**config.mk**
```make
export PLATFORM = sky130hd
export DESIGN_NAME = alu_req_scheduler
export DESIGN_NICKNAME = d
export VERILOG_FILES = /design/src/rtl/alu_req_scheduler.sv
export SDC_FILE = /design/constraint.sdc
export NUM_CORES = 1
export LEC_CHECK = 0
export CAP_MARGIN = 20
export CELL_PAD_IN_SITES_DETAIL_PLACEMENT = 1
export CELL_PAD_IN_SITES_GLOBAL_PLACEMENT = 1
export CORE_MARGIN = 3
export CORE_UTILIZATION = 30
export DETAILED_ROUTE_END_ITERATION = 8
export GPL_TIMING_DRIVEN = 0
export HOLD_SLACK_MARGIN = 0.1
export PLACE_DENSITY = 0.93
export SLEW_MARGIN = 40
export SYNTH_ARGS = -nofsm -noshare
export SYNTH_HDL_FRONTEND = slang
export SYNTH_SLANG_ARGS = --single-unit
```
**constraint.sdc**
```tcl
create_clock -name clk -period 7.6 [get_ports clk]
set_input_delay 0.76 -clock clk [delete_from_list [all_inputs] [get_ports clk]]
set_output_delay 0.76 -clock clk [all_outputs]
set_load 0.01 [all_outputs]
```
**src/rtl/alu_req_scheduler.sv**
```systemverilog
// alu_req_scheduler: shares one combinational ALU between two requesters.
// Requests are arbitrated round-robin over valid/ready handshakes. Operands
// are held on the ALU for an opcode-dependent number of cycles. The ALU result
// and carry are then registered and returned over a valid/ready response
// handshake to the requester that was granted.
// Optional build macro: ALU_SCHED_DIVZERO_CHECK_EN. When it is defined, a mod
// by zero bypasses the slow path and responds with result 0, carry 0, err 1.
module alu_req_scheduler #(
    parameter int N          = 32,
    parameter int MUL_CYCLES = 2,
    parameter int MOD_CYCLES = 4
) (
    input  logic         clk,
    input  logic         rst,
    input  logic         req0_valid,
    output logic         req0_ready,
    input  logic [3:0]   req0_opcode,
    input  logic [N-1:0] req0_a,
    input  logic [N-1:0] req0_b,
    input  logic         req1_valid,
    output logic         req1_ready,
    input  logic [3:0]   req1_opcode,
    input  logic [N-1:0] req1_a,
    input  logic [N-1:0] req1_b,
    output logic         resp0_valid,
    input  logic         resp0_ready,
    output logic [N-1:0] resp0_result,
    output logic         resp0_carry,
    output logic         resp0_err,
    output logic         resp1_valid,
    input  logic         resp1_ready,
    output logic [N-1:0] resp1_result,
    output logic         resp1_carry,
    output logic         resp1_err,
    output logic [3:0]   alu_opcode,
    output logic [N-1:0] alu_a,
    output logic [N-1:0] alu_b,
    input  logic [N-1:0] alu_result,
    input  logic         alu_carry,
    output logic         busy
);

    localparam logic [1:0] S_IDLE = 2'd0;
    localparam logic [1:0] S_EXEC = 2'd1;
    localparam logic [1:0] S_RESP = 2'd2;

    localparam logic [3:0] OP_MUL = 4'b0010;
    localparam logic [3:0] OP_MOD = 4'b0011;

    logic [1:0]   state;
    logic         last_grant;
    logic         grant;
    logic [3:0]   counter;
    logic [3:0]   opcode_r;
    logic [N-1:0] a_r;
    logic [N-1:0] b_r;
    logic [N-1:0] result_r;
    logic         carry_r;
`ifdef ALU_SCHED_DIVZERO_CHECK_EN
    logic         err_r;
    logic         divz_r;
`endif

    logic         any_valid;
    logic         sel;
    logic [3:0]   sel_opcode;
    logic [N-1:0] sel_a;
    logic [N-1:0] sel_b;

    // The counter is loaded with EXEC cycles minus one, so 0 means a single EXEC cycle.
    function automatic logic [3:0] exec_count(input logic [3:0] op);
        case (op)
            OP_MUL:  exec_count = 4'(MUL_CYCLES - 1);
            OP_MOD:  exec_count = 4'(MOD_CYCLES - 1);
            default: exec_count = 4'd0;
        endcase
    endfunction

    // Round-robin pick: a lone requester wins; on contention the one not served last wins.
    always_comb begin
        any_valid = req0_valid | req1_valid;
        sel       = 1'b0;
        if (req0_valid && req1_valid)
            sel = ~last_grant;
        else if (req1_valid)
            sel = 1'b1;
        sel_opcode = sel ? req1_opcode : req0_opcode;
        sel_a      = sel ? req1_a      : req0_a;
        sel_b      = sel ? req1_b      : req0_b;
    end

    // Ready is offered only in IDLE and is forced low while reset is asserted.
    assign req0_ready = !rst && (state == S_IDLE) && req0_valid && !sel;
    assign req1_ready = !rst && (state == S_IDLE) && req1_valid &&  sel;

    assign resp0_valid  = (state == S_RESP) && !grant;
    assign resp1_valid  = (state == S_RESP) &&  grant;
    assign resp0_result = result_r;
    assign resp1_result = result_r;
    assign resp0_carry  = carry_r;
    assign resp1_carry  = carry_r;
`ifdef ALU_SCHED_DIVZERO_CHECK_EN
    assign resp0_err    = err_r;
    assign resp1_err    = err_r;
`else
    assign resp0_err    = 1'b0;
    assign resp1_err    = 1'b0;
`endif

    // The ALU sees only the issue registers, so its inputs stay put outside EXEC.
    assign alu_opcode = opcode_r;
    assign alu_a      = a_r;
    assign alu_b      = b_r;
    assign busy       = (state != S_IDLE);

    // Scheduler FSM: accept, hold operands for the opcode's budget, capture, respond.
    always_ff @(posedge clk or posedge rst) begin
        if (rst) begin
            state      <= S_IDLE;
            last_grant <= 1'b1;
            grant      <= 1'b0;
            counter    <= 4'd0;
            opcode_r   <= 4'd0;
            a_r        <= '0;
            b_r        <= '0;
            result_r   <= '0;
            carry_r    <= 1'b0;
`ifdef ALU_SCHED_DIVZERO_CHECK_EN
            err_r      <= 1'b0;
            divz_r     <= 1'b0;
`endif
        end else begin
            case (state)
                S_IDLE: begin
                    if (any_valid) begin
                        grant    <= sel;
                        opcode_r <= sel_opcode;
                        a_r      <= sel_a;
                        b_r      <= sel_b;
                        counter  <= exec_count(sel_opcode);
`ifdef ALU_SCHED_DIVZERO_CHECK_EN
                        err_r    <= 1'b0;
                        divz_r   <= 1'b0;
                        if (sel_opcode == OP_MOD && sel_b == '0) begin
                            counter <= 4'd0;
                            divz_r  <= 1'b1;
                        end
`endif
                        state    <= S_EXEC;
                    end
                end
                S_EXEC: begin
                    if (counter == 4'd0) begin
                        result_r <= alu_result;
                        carry_r  <= alu_carry;
`ifdef ALU_SCHED_DIVZERO_CHECK_EN
                        if (divz_r) begin
                            result_r <= '0;
                            carry_r  <= 1'b0;
                            err_r    <= 1'b1;
                        end
`endif
                        state <= S_RESP;
                    end else begin
                        counter <= counter - 4'd1;
                    end
                end
                S_RESP: begin
                    if (grant ? resp1_ready : resp0_ready) begin
                        last_grant <= grant;
                        state      <= S_IDLE;
                    end
                end
                default: state <= S_IDLE;
            endcase
        end
    end

endmodule

```
**Word-level counts from Yosys, hierarchy flattened**

Cells that the tools add are included.

- Add/subtract/negate cells: 1
- $mul: 0
- Divide/modulo/power cells: 0
- $lt $le $gt $ge: 0
- Equal/unequal tests: 8
- Shift operators: 0
- Mux-type cells: 14
- Bitwise logic cells: 2
- Reduce and logical (&&, ||, !) cells: 20

Operators by type and width:

| operator | number |
|---|---|
| 2-to-1 mux 32 bit | 2 |
| 2-to-1 mux 4 bit | 3 |
| == test 4 x 2 -> 1 bit (second input constant) | 2 |
| logical AND 1 bit | 8 |
| one-hot mux 4 bit (2 select lines) | 1 |
| 2-to-1 mux 2 bit | 3 |
| inequality test 2 bit (second input constant) | 3 |
| one-hot mux 2 bit (3 select lines) | 1 |
| AND reduction 2 bit | 3 |
| AND reduction 3 bit | 2 |
| logical NOT 4 bit | 1 |
| one-hot mux 2 bit (2 select lines) | 1 |
| nonzero test 2 bit | 2 |
| subtractor 4 x 1 -> 4 bit (second input constant) | 1 |
| logical NOT 1 bit | 3 |
| 2-to-1 mux 1 bit | 3 |
| == test 2 x 1 -> 1 bit (second input constant) | 1 |
| == test 2 bit (second input constant) | 1 |
| logical NOT 2 bit | 1 |
| inequality test 2 x 1 -> 1 bit (second input constant) | 1 |
| inverter 1 bit | 1 |
| OR 1 bit | 1 |

- Flip-flop bits (word level): 109
- Bits in latches: 0
- RAM bits: 0
- ROM bits: 0
- Input bits: 175
- Output and inout bits: 141
- Logic and storage cells: 54
- Memories kept: 0

**Depth between registers and ports, before layout**

Gate-level depths: netlist (run 1).

- Depth in word-level cells: 7
- Gate-level depth with buffers: 7
- Gate-level depth less buffers: 6

**Least setup slack after synthesis (run 1)**

OpenSTA, ideal clock, no wires.

- Path type: input-to-output
- Start point: in rst
- End point: out req1_ready
- Data arrival time: 3.508 ns
- Required time: 6.840 ns
- Setup slack: 3.332 ns
- Stages on the path: 2
- Buffers on the path: 0
- Cell sequence: inv_1 -> and3_1

- Word-level cells in the longest chain between the ends: 4

Ends and longest elaborated chain:

| element | line | text |
|---|---|---|
| start, declared | 14 | `input logic rst,` |
| logical NOT 1 bit (no source line) | -- |  |
| logical AND 1 bit (3 in series) | 94 | `assign req1_ready = !rst && (state == S_IDLE) && req1_valid && sel;` |
| end, declared | 21 | `output logic req1_ready,` |

No other way between the ends.

**Worst setup path in the final report (run 1)**

Ends and elaborated chain as after synthesis.

==> impl_metrics.env, run 1 <==
export IMPL_dpl_cell_count=997
export IMPL_dp_hpwl_um=15560
export IMPL_clk_pin_slew_ps=70
export IMPL_min_period_ps=3477
export IMPL_ys_types=37
export IMPL_crit_path_end_kind="primary output"
export IMPL_design_area_um2=9110
export IMPL_root_buffer="clkbuf_16"
export IMPL_crit_fanout=77
export IMPL_ant_nets=0
export IMPL_clk_path_buf_depth=2
export IMPL_utilization=0.5231
export IMPL_crit_required_ps=6840
export IMPL_critical_path_arrival_ps=2720
export IMPL_min_path_type="reg2reg"
export IMPL_setup_slack_ps=4123
export IMPL_dieArea_um2=19490
export IMPL_leakagePower_nw=3.877
export IMPL_place_gp_congestion=0.7626
export IMPL_diodes=0
export IMPL_core_um2=17420
export IMPL_fin_total_pwr_mw=3.537
export IMPL_final_hold_viol_count=0
export IMPL_drive_gt1_frac=0.2056
export IMPL_grt_pass1_vias=5198
export IMPL_clock_skew_final_ps=11.09
export IMPL_via_per_inst=4.620
export IMPL_post_cts_buffers=0
export IMPL_ios=316
export IMPL_synth_top_area_share=0.5046
export IMPL_fmax_ghz=0.2876
export IMPL_netlist_instances=457
export IMPL_synth_ff_type="dfrtp_1"
export IMPL_synth_area_leaders="dfrtp_1, mux2i_1, a21oi_2, buf_4, mux2_2"
export IMPL_start_util=0.3075
export IMPL_status="complete, no violations"
export IMPL_numPortBuffers=313
export IMPL_wire_per_inst_um=18.89
export IMPL_yosysTopAreaCell="dfrtp_1"
export IMPL_nNetsFinal=960
export IMPL_first_pass_iters=6
export IMPL_ctsHoldBuffers=0
export IMPL_synthToLayoutAreaGrowth_pct=70.08
export IMPL_synth_edff_count=0
export IMPL_crit_type="in2out"
export IMPL_finalNonFillerCells=1013
export IMPL_vdd_ir_drop_max_uv=200.9
export IMPL_holdWs_ps=517.9
export IMPL_tns_ps=0
export IMPL_grt_first_pass_wirelength_um=29570
export IMPL_cap_violations=0
export IMPL_setup_viol=0
export IMPL_cts_resized=0
export IMPL_seq_area_frac_synth=0.5095
export IMPL_drtIter0Drc=109
export IMPL_rsz0062_at_grt="no"
export IMPL_drcViolationCount=0
export IMPL_grtUsageTotal=0.1941
export IMPL_die_w_um=139.6
export IMPL_grt_max_degree=78
export IMPL_ys_warnings_count=0
export IMPL_routed_wl_um=19130
export IMPL_antenna_found_initial=0
export IMPL_dieHeight_um=139.6
export IMPL_final_common_cell="clkdlybuf4s50_1"
export IMPL_insertion_delay_ps=350
export IMPL_start_kind="input port"
export IMPL_cts_tree="built"
export IMPL_yosys_register_bits=109
export IMPL_vias=4680
export IMPL_cts_made_buffers=9
export IMPL_cts_sinks=109
export IMPL_powerDensity_nw_per_um2=388.3
export IMPL_syn_area_um2=5356
export IMPL_dpl_cell_area_um2=8810
export IMPL_pre_cts_ws_ps=4071
export IMPL_ys_async_sr_fraction=1.000
export IMPL_finalCritPeriodShare=0.4575
export IMPL_layout_common_cells="clkdlybuf4s50_1, dfrtp_1, nor2_1, mux2i_1, buf_4"
export IMPL_htreeDepth=3
export IMPL_finalMaxSlewViolations=0
export IMPL_avgSynthCellArea_um2=11.72
export IMPL_rows=48
export IMPL_grt_overflow=0
[cell families (layout without fill, tap and decap cells)]
| group | after synthesis | after routing | synth area share |
|---|---|---|---|
| simple gates | 96 | 96 | 0.08083 |
| other cells | 1 | 2 | 0.0007001 |
| compound gates | 79 | 79 | 0.1063 |
| fa+ha+maj | 2 | 2 | 0.004671 |
| buf+inv | 66 | 396 | 0.09157 |
| flops | 109 | 109 | 0.5095 |
| mux | 104 | 104 | 0.2065 |
[cell type report]
| type | instances | area, um^2 |
|---|---|---|
| fill | 1865 | 8307 |
| sequential | 109 | 2729 |
| clock inverter | 6 | 61.31 |
| timing repair buffer | 314 | 3161 |
| buffer | 61 | 471.7 |
| tap | 225 | 281.5 |
| multi-input combinational | 283 | 2141 |
| clock buffer | 10 | 239.0 |
| inverter | 5 | 26.28 |
[critical path: stages]
cell             delay (ps)
clkdlybuf4s50_1         520
inv_8                   260
buf_16                  340
and3_1                  220
clkdlybuf4s50_1         550
[synthesized netlist by cell type (2+ instances only)]
master / count
buf_6: 7
nand2b_1: 2
nor2_1: 75
buf_2: 5
dfrtp_1: 108
mux2_4: 6
a21oi_2: 40
a21oi_1: 31
inv_1: 4
nand2_1: 7
mux2i_1: 70
mux2_2: 28
ha_1: 2
and3_1: 2
clkbuf_4: 3
buf_4: 46
[flip-flops by register name (all words and copies together) (netlist names)]
register and count:
grant 1, resp0_carry 1, last_grant 1, alu_b 32
state 2, counter 4, resp0_result 32, alu_opcode 4
alu_a 32
[per-layer routing]
metal	vias to the layer above	wire length [um]	GRT usage
li1	2178	-	-
met1	2284	7573	0.2286
met2	195	10080	0.3506
met3	23	1061	0.03952
met4	0	416	0.06833
met5	-	0	0
[power by group]
part           internal [mW]  total, mW  switching (mW)  leakage, nW
registers              0.870       1.07           0.196         1.23
clock network          0.264      0.482           0.217        0.149
logic                   1.15       1.99           0.840         2.50
[final timing paths]
check	startpoint	endpoint	slack, ps	cells past startpoint
max	rst	req1_ready	4120	5
min	alu_b[23]	alu_b[23]	520	2
max reg2reg	counter[0]	resp0_result[5]	5850	6
min reg2reg	alu_b[23]	alu_b[23]	520	2
max in group asynchronous	rst	alu_b[7]	6100	3
min in group asynchronous	rst	alu_b[0]	800	2
No activity file was read; power rests on OpenSTA's default activity.
==> inputs of run 2 (changes only) <==
CORE_UTILIZATION = 28   (was 30)
PLACE_DENSITY = 0.88   (was 0.93)
clock period = 3.6 ns   (was 7.6 ns; I/O delays follow)
==> run 2 against run 1 <==
Effect of this change: clock-buffer cell count stayed put; cell count is 0.39% higher; die area up 6.8%; non-clock buffer count unchanged; sequential share of layout area barely moved; clock skew shrank 0.75 ps; sequential cell count stayed put; hold slack worse by 85 ps; via count decreased by 0.88%; largest cell class unchanged; power is 110% higher.
==> impl_metrics.env, run 2 (same netlist as run 1, synthesis figures left out) <==
export IMPL_p_sw_mw=2.649
export IMPL_antenna_found_initial=0
export IMPL_setup_viol=0
export IMPL_finalMaxSlewViolations=0
export IMPL_vias=4639
export IMPL_htreeDepth=3
export IMPL_dp_hpwl_um=15360
export IMPL_die_w_um=144.3
export IMPL_synthToLayoutAreaGrowth_pct=70.15
export IMPL_dieHeight_um=144.3
export IMPL_r2r_end="resp0_result[8]"
export IMPL_utilization=0.4955
export IMPL_cts_made_buffers=9
export IMPL_seqCellArea_um2=2729
export IMPL_grt_max_degree=76
export IMPL_nNetsFinal=960
export IMPL_grtUsageTotal=0.1788
export IMPL_ant_nets=0
export IMPL_start_util=0.2912
export IMPL_crit_type="in2out"
export IMPL_grt_pass1_vias=5028
export IMPL_pre_cts_ws_ps=857.1
export IMPL_final_hold_viol_count=0
export IMPL_rsz0062_at_grt="no"
export IMPL_combPwrFrac=0.562
export IMPL_core_um2=18390
export IMPL_drcViolationCount=0
export IMPL_root_buffer="clkbuf_16"
export IMPL_rows=49
export IMPL_cts_sinks=109
export IMPL_ios=316
export IMPL_leakagePower_nw=3.876
export IMPL_drtIter0Drc=90
export IMPL_cts_tree="built"
export IMPL_dpl_cell_count=1001
export IMPL_powerDensity_nw_per_um2=818.6
export IMPL_cap_violations=0
export IMPL_dieArea_um2=20830
export IMPL_diodes=0
export IMPL_grt_overflow=0
export IMPL_finalCritPeriodShare=0.7396
export IMPL_setup_slack_ps=937.5
export IMPL_place_gp_congestion=0.7409
export IMPL_reg2reg_setup_slack_ps=1860
export IMPL_status="complete, no violations"
export IMPL_finalNonFillerCells=1017
export IMPL_final_common_cell="clkdlybuf4s50_1"
export IMPL_crit_required_ps=3240
export IMPL_clock_skew_final_ps=10.34
export IMPL_numPortBuffers=313
export IMPL_cts_resized=0
export IMPL_drive_gt1_frac=0.2043
export IMPL_layout_common_cells="clkdlybuf4s50_1, dfrtp_1, nor2_1, mux2i_1, buf_4"
export IMPL_rr_startpoint="counter[0]"
export IMPL_clk_path_buf_depth=2
export IMPL_vdd_ir_drop_max_uv=297.7
export IMPL_critical_path_arrival_ps=2300
export IMPL_dpl_cell_area_um2=8815
export IMPL_fin_total_pwr_mw=7.460
export IMPL_clkPwrFrac=0.138
export IMPL_multi_input_area_um2=2141
export IMPL_min_period_ps=2663
export IMPL_routed_wl_um=19190
export IMPL_switching_share=0.3551
export IMPL_p_int_mw=4.811
export IMPL_wire_per_inst_um=18.87
export IMPL_fillCellCount=2006
export IMPL_p_seq_frac=0.300
export IMPL_ctsHoldBuffers=0
export IMPL_reg2reg_depth=6
export IMPL_insertion_delay_ps=340
export IMPL_clk_pin_slew_ps=70
export IMPL_first_pass_iters=4
export IMPL_fmax_ghz=0.3756
export IMPL_design_area_um2=9114
export IMPL_crit_path_end_kind="primary output"
export IMPL_start_kind="input port"
export IMPL_via_per_inst=4.561
export IMPL_min_path_type="in2async"
export IMPL_post_cts_buffers=0
export IMPL_crit_fanout=75
export IMPL_grt_first_pass_wirelength_um=28490
run 2: final cells by class:
class,count,area share
timing repair buffer,314,0.3468
sequential,109,0.2994
multi-input combinational,283,0.2349
buffer,61,0.05176
tap,229,0.03144
clock buffer,10,0.02512
clock inverter,6,0.007688
inverter,5,0.002883
run 2: stage by stage:
stage | setup TNS (ps) | hold WS (ps)
2_1_floorplan | 0 | 508.4
3_3_place_gp | -167340 | 496.3
3_5_place_dp | 0 | 502.9
4_1_cts | 0 | 419.6
5_1_grt | 0 | 442.8
6_report | 0 | 432.6
run 2: layer usage:
layer  part of all wire  GRT usage
met2               0.54     0.3338
met4              0.016    0.05155
met5                  0          0
met3              0.065    0.04233
met1               0.38     0.2018
run 2: power by group through the flow:
stage          Combinational, mW  Clock, mW  Sequential (mW)
6_report                    4.19       1.03             2.24
4_1_cts                     4.28       1.07             2.25
2_1_floorplan               1.78          0             2.47
5_1_grt                     4.52       1.12             2.32
3_3_place_gp                4.15          0             2.22
3_5_place_dp                4.27          0             2.27
run 2: worst max-delay path, cell delays in order:
cell and delay [ps]:
clkdlybuf4s50_1 520, inv_8 280, buf_16 360, and3_1 220, clkdlybuf4s50_1 550
run 2: worst max-delay path by stage:
stage,end,start,slack (ps)
after global routing,req1_ready,rst,770
after detailed placement,req1_ready,rst,860
final,req1_ready,rst,940
after global placement,req1_ready,rst,-1930
after floorplan,req1_ready,rst,130
after CTS,req1_ready,rst,850
